## config.mk

```make
export PLATFORM = sky130hd
export DESIGN_NAME = output_selecter_top
export DESIGN_NICKNAME = d
export VERILOG_FILES = /design/src/rtl/output_selecter_top.sv
export SDC_FILE = /design/constraint.sdc
export NUM_CORES = 2
export LEC_CHECK = 0
export ABC_CLOCK_PERIOD_IN_PS = 51200
export CORE_AREA = 5 5 592 594
export DETAILED_ROUTE_END_ITERATION = 10
export DIE_AREA = 0 0 597 599
export PLACE_DENSITY_LB_ADDON = 0.3
export RECOVER_POWER = 50
export SETUP_SLACK_MARGIN = 0.15
export SLEW_MARGIN = 20
export SYNTH_ARGS = -nofsm -noshare
export SYNTH_HDL_FRONTEND = slang
export SYNTH_SLANG_ARGS = --single-unit
```

## constraint.sdc

```tcl
create_clock -name clk -period 51.2 [get_ports clk]
set_input_delay 5.12 -clock clk [delete_from_list [all_inputs] [get_ports clk]]
set_output_delay 5.12 -clock clk [all_outputs]
set_load 0.05 [all_outputs]
```

## src/rtl/output_selecter_top.sv

```systemverilog
// Return-path/result stage of the 4x4 2D FFT: transposes the row-pass result back
// to the input selector, then captures, re-transposes and scales the column-pass result.
module output_selecter_top #(
  parameter int DW      = 16,
  parameter int SCALE   = 0,
  parameter int TIMEOUT = 64
) (
  input  logic           clk,
  input  logic           rst,
  input  logic           start,
  input  logic           in_valid,
  input  logic [16*DW-1:0] fft_r,
  input  logic [16*DW-1:0] fft_i,
  output logic           sel,
  output logic [16*DW-1:0] rt_r,
  output logic [16*DW-1:0] rt_i,
  output logic           rt_valid,
  output logic [16*DW-1:0] out_r,
  output logic [16*DW-1:0] out_i,
  output logic           out_valid,
  output logic           busy,
  output logic           err
);

  // A zero-width counter is illegal, so TIMEOUT=0 still keeps one (unused) bit.
  localparam int CW = (TIMEOUT > 0) ? $clog2(TIMEOUT + 1) : 1;
  localparam logic [CW-1:0] LIMIT = (TIMEOUT > 0) ? CW'(TIMEOUT - 1) : '0;

  typedef enum logic [1:0] {IDLE, ROW, COL} state_t;

  state_t          state, state_n;
  logic [CW-1:0]   cnt, cnt_n;
  logic            load_rt, load_out, err_n, timed_out;
  logic [16*DW-1:0] tr_r, tr_i, sc_r, sc_i;

  always_comb begin
    tr_r = '0;
    tr_i = '0;
    sc_r = '0;
    sc_i = '0;
    for (int r = 0; r < 4; r++) begin
      for (int c = 0; c < 4; c++) begin
        tr_r[(4*r+c)*DW +: DW] = fft_r[(4*c+r)*DW +: DW];
        tr_i[(4*r+c)*DW +: DW] = fft_i[(4*c+r)*DW +: DW];
        sc_r[(4*r+c)*DW +: DW] = DW'($signed(fft_r[(4*c+r)*DW +: DW]) >>> SCALE);
        sc_i[(4*r+c)*DW +: DW] = DW'($signed(fft_i[(4*c+r)*DW +: DW]) >>> SCALE);
      end
    end
  end

  // A result arriving on the limit cycle wins over the timeout.
  always_comb begin
    state_n   = state;
    cnt_n     = cnt;
    load_rt   = 1'b0;
    load_out  = 1'b0;
    err_n     = 1'b0;
    timed_out = (TIMEOUT != 0) && (cnt == LIMIT);
    case (state)
      IDLE: begin
        if (start) begin
          state_n = ROW;
          cnt_n   = '0;
        end
      end
      ROW: begin
        if (in_valid) begin
          load_rt = 1'b1;
          state_n = COL;
          cnt_n   = '0;
        end else if (timed_out) begin
          err_n   = 1'b1;
          state_n = IDLE;
          cnt_n   = '0;
        end else if (TIMEOUT != 0) begin
          cnt_n = cnt + 1'b1;
        end
      end
      COL: begin
        if (in_valid) begin
          load_out = 1'b1;
          state_n  = IDLE;
          cnt_n    = '0;
        end else if (timed_out) begin
          err_n   = 1'b1;
          state_n = IDLE;
          cnt_n   = '0;
        end else if (TIMEOUT != 0) begin
          cnt_n = cnt + 1'b1;
        end
      end
      default: begin
        state_n = IDLE;
        cnt_n   = '0;
      end
    endcase
  end

  always_ff @(posedge clk or posedge rst) begin
    if (rst) begin
      state <= IDLE;
      cnt   <= '0;
    end else begin
      state <= state_n;
      cnt   <= cnt_n;
    end
  end

  // Control outputs follow the next state so they are valid the cycle it is entered.
  always_ff @(posedge clk or posedge rst) begin
    if (rst) begin
      sel       <= 1'b0;
      rt_valid  <= 1'b0;
      busy      <= 1'b0;
      out_valid <= 1'b0;
      err       <= 1'b0;
      rt_r      <= '0;
      rt_i      <= '0;
      out_r     <= '0;
      out_i     <= '0;
    end else begin
      sel       <= (state_n == COL);
      rt_valid  <= (state_n == COL);
      busy      <= (state_n != IDLE);
      out_valid <= load_out;
      err       <= err_n;
      if (load_rt) begin
        rt_r <= tr_r;
        rt_i <= tr_i;
      end
      if (load_out) begin
        out_r <= sc_r;
        out_i <= sc_i;
      end
    end
  end

endmodule

```

==> key figures <==
Critical path
  – Maximum fanout count along the critical path: 115
  – Cell with the largest stage delay on the worst path: sky130_fd_sc_hd__clkinvlp_2
  – Cell Chain, Critical Path: dlygate4sd3_1 -> nand2_1 -> clkinvlp_2 -> clkbuf_1 -> buf_4 -> nand2_1 -> nand2_1
  – CP Data Required Time: 51850 ps
  – Element type at the critical path start: input pin
  – Critical path endpoint category: register
  – Slowest stage delay, CP: 4540 ps
  – Worst reg2reg setup slack: 40970 ps
  – Library cell appearing most often on the critical path: sky130_fd_sc_hd__nand2_1
  – Critical path type: in -> reg
  – Arrival time reported for the critical path endpoint: 15050 ps
  – Worst path bufs/invs: 4
  – Critical path's top delay family: buffers and inverters

Routing
  – Post-Route WL: 262 mm
  – Routed length per instance: 27.4 µm
  – Detailed-route vias per instance: 3.30
  – Count of routing violations after the opening detailed-route iteration: 1732
  – DR WL met3: 31.5 mm
  – Post-DRT Antenna Nets: 0
  – WL met2: 118 mm
  – Uppermost layer routed: met5
  – Drt first pass iters: 6
  – Wire length on met1: 103 mm
  – Remaining routing DRC violations: 0
  – Via count: 31600

Logic synthesis
  – Number of warnings issued by yosys: 0
  – Post-synth EDFFs: 0
  – Cell area after synthesis: 38900 µm²
  – Number of nets in the synthesized netlist: 3835
  – Avg Cell Area, Syn: 11.8 µm²
  – Flip-flop and latch count after synthesis: 1037
  – Distinct cell type count after synthesis: 31
  – Fraction of synthesis flops using an asynchronous set or reset pin: 1.00
  – Proportion of synthesized chip area in sequential cells: 0.666
  – Mapped Cells: 3314
  – Prevailing post-synth register cell: sky130_fd_sc_hd__dfrtp_1

Die
  – Die Outline Area: 358000 µm²
  – Initial cell density of the core: 0.113
  – Die span in x: 597 µm
  – Number of placement rows: 216
  – Y dimension of the die: 599 µm
  – I/O Pins: 1545
  – Placeable core region: 345000 µm²

GRT
  – First-pass GRT wire length: 337 mm
  – All-Layer GR Usage: 0.140
  – Number of global-route vias before repair: 32800
  – Number of antenna violations at the first check in global routing: 58
  – Global route overflow: 0
  – Largest net degree at the start of global routing: 116

Clocking
  – Maximum level of the CTS H-tree: 4
  – Post-CTS setup buffer count: 0
  – Clock tree buffer depth: 4
  – Insertion delay to the later sink of the worst-skew pair: 850 ps
  – CTS Buf Count: 137
  – Post_cts resized: 0
  – Clock-pin slew reported for the worst setup and hold paths after clock tree synthesis: 50 ps
  – CTS hold repair buffers: 0
  – Clk Tree Root Cell: sky130_fd_sc_hd__clkbuf_16
  – TritonCTS clock tree: done
  – Clock net sink count: 1037

Pwr
  – Leakage power summed over all cells: 28.2 nW
  – Cell area power density: 91.4 nW/µm²
  – Maximum ir drop on the vdd rail: 0.0000409 V

Place
  – Sum of net half-perimeters after detailed placement: 218 mm
  – Gpl congestion: 0.862
  – Port Buffers: 1544

STA
  – RSZ-0062 raised after global routing: false
  – Worst slew pin tran: 4850 ps
  – Max Fclk: 69.4 MHz
  – Worst clock skew: 58.7 ps
  – Final setup vio count: 0
  – Max transition margin: -2.23
  – Final period demand of the worst path: 14410 ps
  – Aggregate negative setup slack: 0 ps
  – Final Hold Violating Endpoints: 0
  – Tcrit/Tclk final: 0.281
  – Max-slew violation count: 1010

Cells and area
  – Share of final-layout standard cells stronger than drive strength 1: 0.152
  – P&R area growth vs syn: 63.8%
  – Utilization of the core after routing: 0.185
  – Fin nets: 5389
  – Fill cells: 37900

Outcome
  – Run status: complete, but fails checks
  – Violated checks: capacitance limit, slew limit

Flow run
  – Maximum capacitance violations: 17

Worst hold path
  – Min-delay worst type: reg -> reg
-- cell usage after synthesis, drive strengths merged (2+ instances only) --
cell type,number,share of area
buf,144,0.026
dfrtp,1037,0.67
nand3,5,0.00064
nand2,1546,0.15
nor2,4,0.00039
inv,7,0.00067
nor3,2,0.00026
o21ai,8,0.0010
nor4b,2,0.00045
mux2,512,0.15
clkbuf,27,0.0026
ha,5,0.0016
-- metal layers --
layer  vias up  global-route usage
met4        12              0.0472
met1     16000               0.163
li1      13800                   -
met2      1438               0.220
met3       306              0.0736
met5         -             0.00428
-- registers in the layout, summed over array words and instances (netlist names) --
| register | cells |
|---|---|
| state | 2 |
| rt_valid | 1 |
| cnt | 7 |
| out_valid | 1 |
| busy | 1 |
| out_r | 256 |
| rt_r | 256 |
| err | 1 |
| out_i | 256 |
| rt_i | 256 |
-- placed cells by master (no fill, tap or decap), drive strengths merged, types with 5 or more instances in the layout --
cell type	n
nand2	1546
dfrtp	1037
clkdlybuf4s50	894
dlygate4sd3	643
mux2	512
clkbuf	213
clkinv	29
buf	28
diode	16
inv	13
o21ai	8
bufinv	7
nand3	5
ha	5
clkinvlp	5
-- power breakdown --
group / internal, mW / switching (mW)
Combinational: 0.921 / 2.43
Sequential: 1.24 / 0.248
Clock: 0.579 / 0.409
Total: 2.74 / 3.09
-- final cells by class --
| cell class | count | area [µm²] | share of cell area |
|---|---|---|---|
| timing repair buffer | 1586 | 15700 | 0.246 |
| clock inverter | 47 | 556 | 0.00871 |
| inverter | 7 | 28.8 | 0.000451 |
| tap | 4578 | 5730 | 0.0898 |
| clock buffer | 192 | 3960 | 0.0620 |
| sequential | 1037 | 25900 | 0.407 |
| antenna | 16 | 40.0 | 0.000628 |
| multi-input combinational | 2099 | 11800 | 0.186 |
-- worst min-delay path: stages (launching register included) --
cell                      delay, ps
sky130_fd_sc_hd__dfrtp_1        330
sky130_fd_sc_hd__nand2_1         50
sky130_fd_sc_hd__nand2_1         50
-- final timing paths --
check	from	endpoint	cells after the start
max	in_valid	out_r[183]	7
min	out_i[11]	out_i[11]	2
max reg2reg	state[0]	out_r[183]	8
min reg2reg	out_i[11]	out_i[11]	2
max in group asynchronous	rst	out_r[127]	6
min in group asynchronous	rst	rt_r[77]	2
-- metrics by stage --
step	power [mW]	area [µm²]	std cells	setup WS, ps	hold slack, ps
floorplan	3.43	38900	3314	16890	457
global placement	5.00	59300	9306	41800	457
detailed placement	5.01	59300	9306	41720	461
CTS	6.05	63900	9545	42610	475
global route	6.11	63800	9558	35100	479
finish	5.83	63800	9562	36790	464
-- logic make-up (layout without fill, tap and decap cells) --
kind of cell	after synthesis	count (layout)	synth area share
adders and majority gates	5	5	0.00161
other	0	16	0
DFF	1037	1037	0.666
and+or+nand+nor	1566	1566	0.152
buffers and inverters	178	1832	0.0292
muxes	512	512	0.148
AOI/OAI and AO/OA	16	16	0.00270
(Power assumes the default switching activity.)
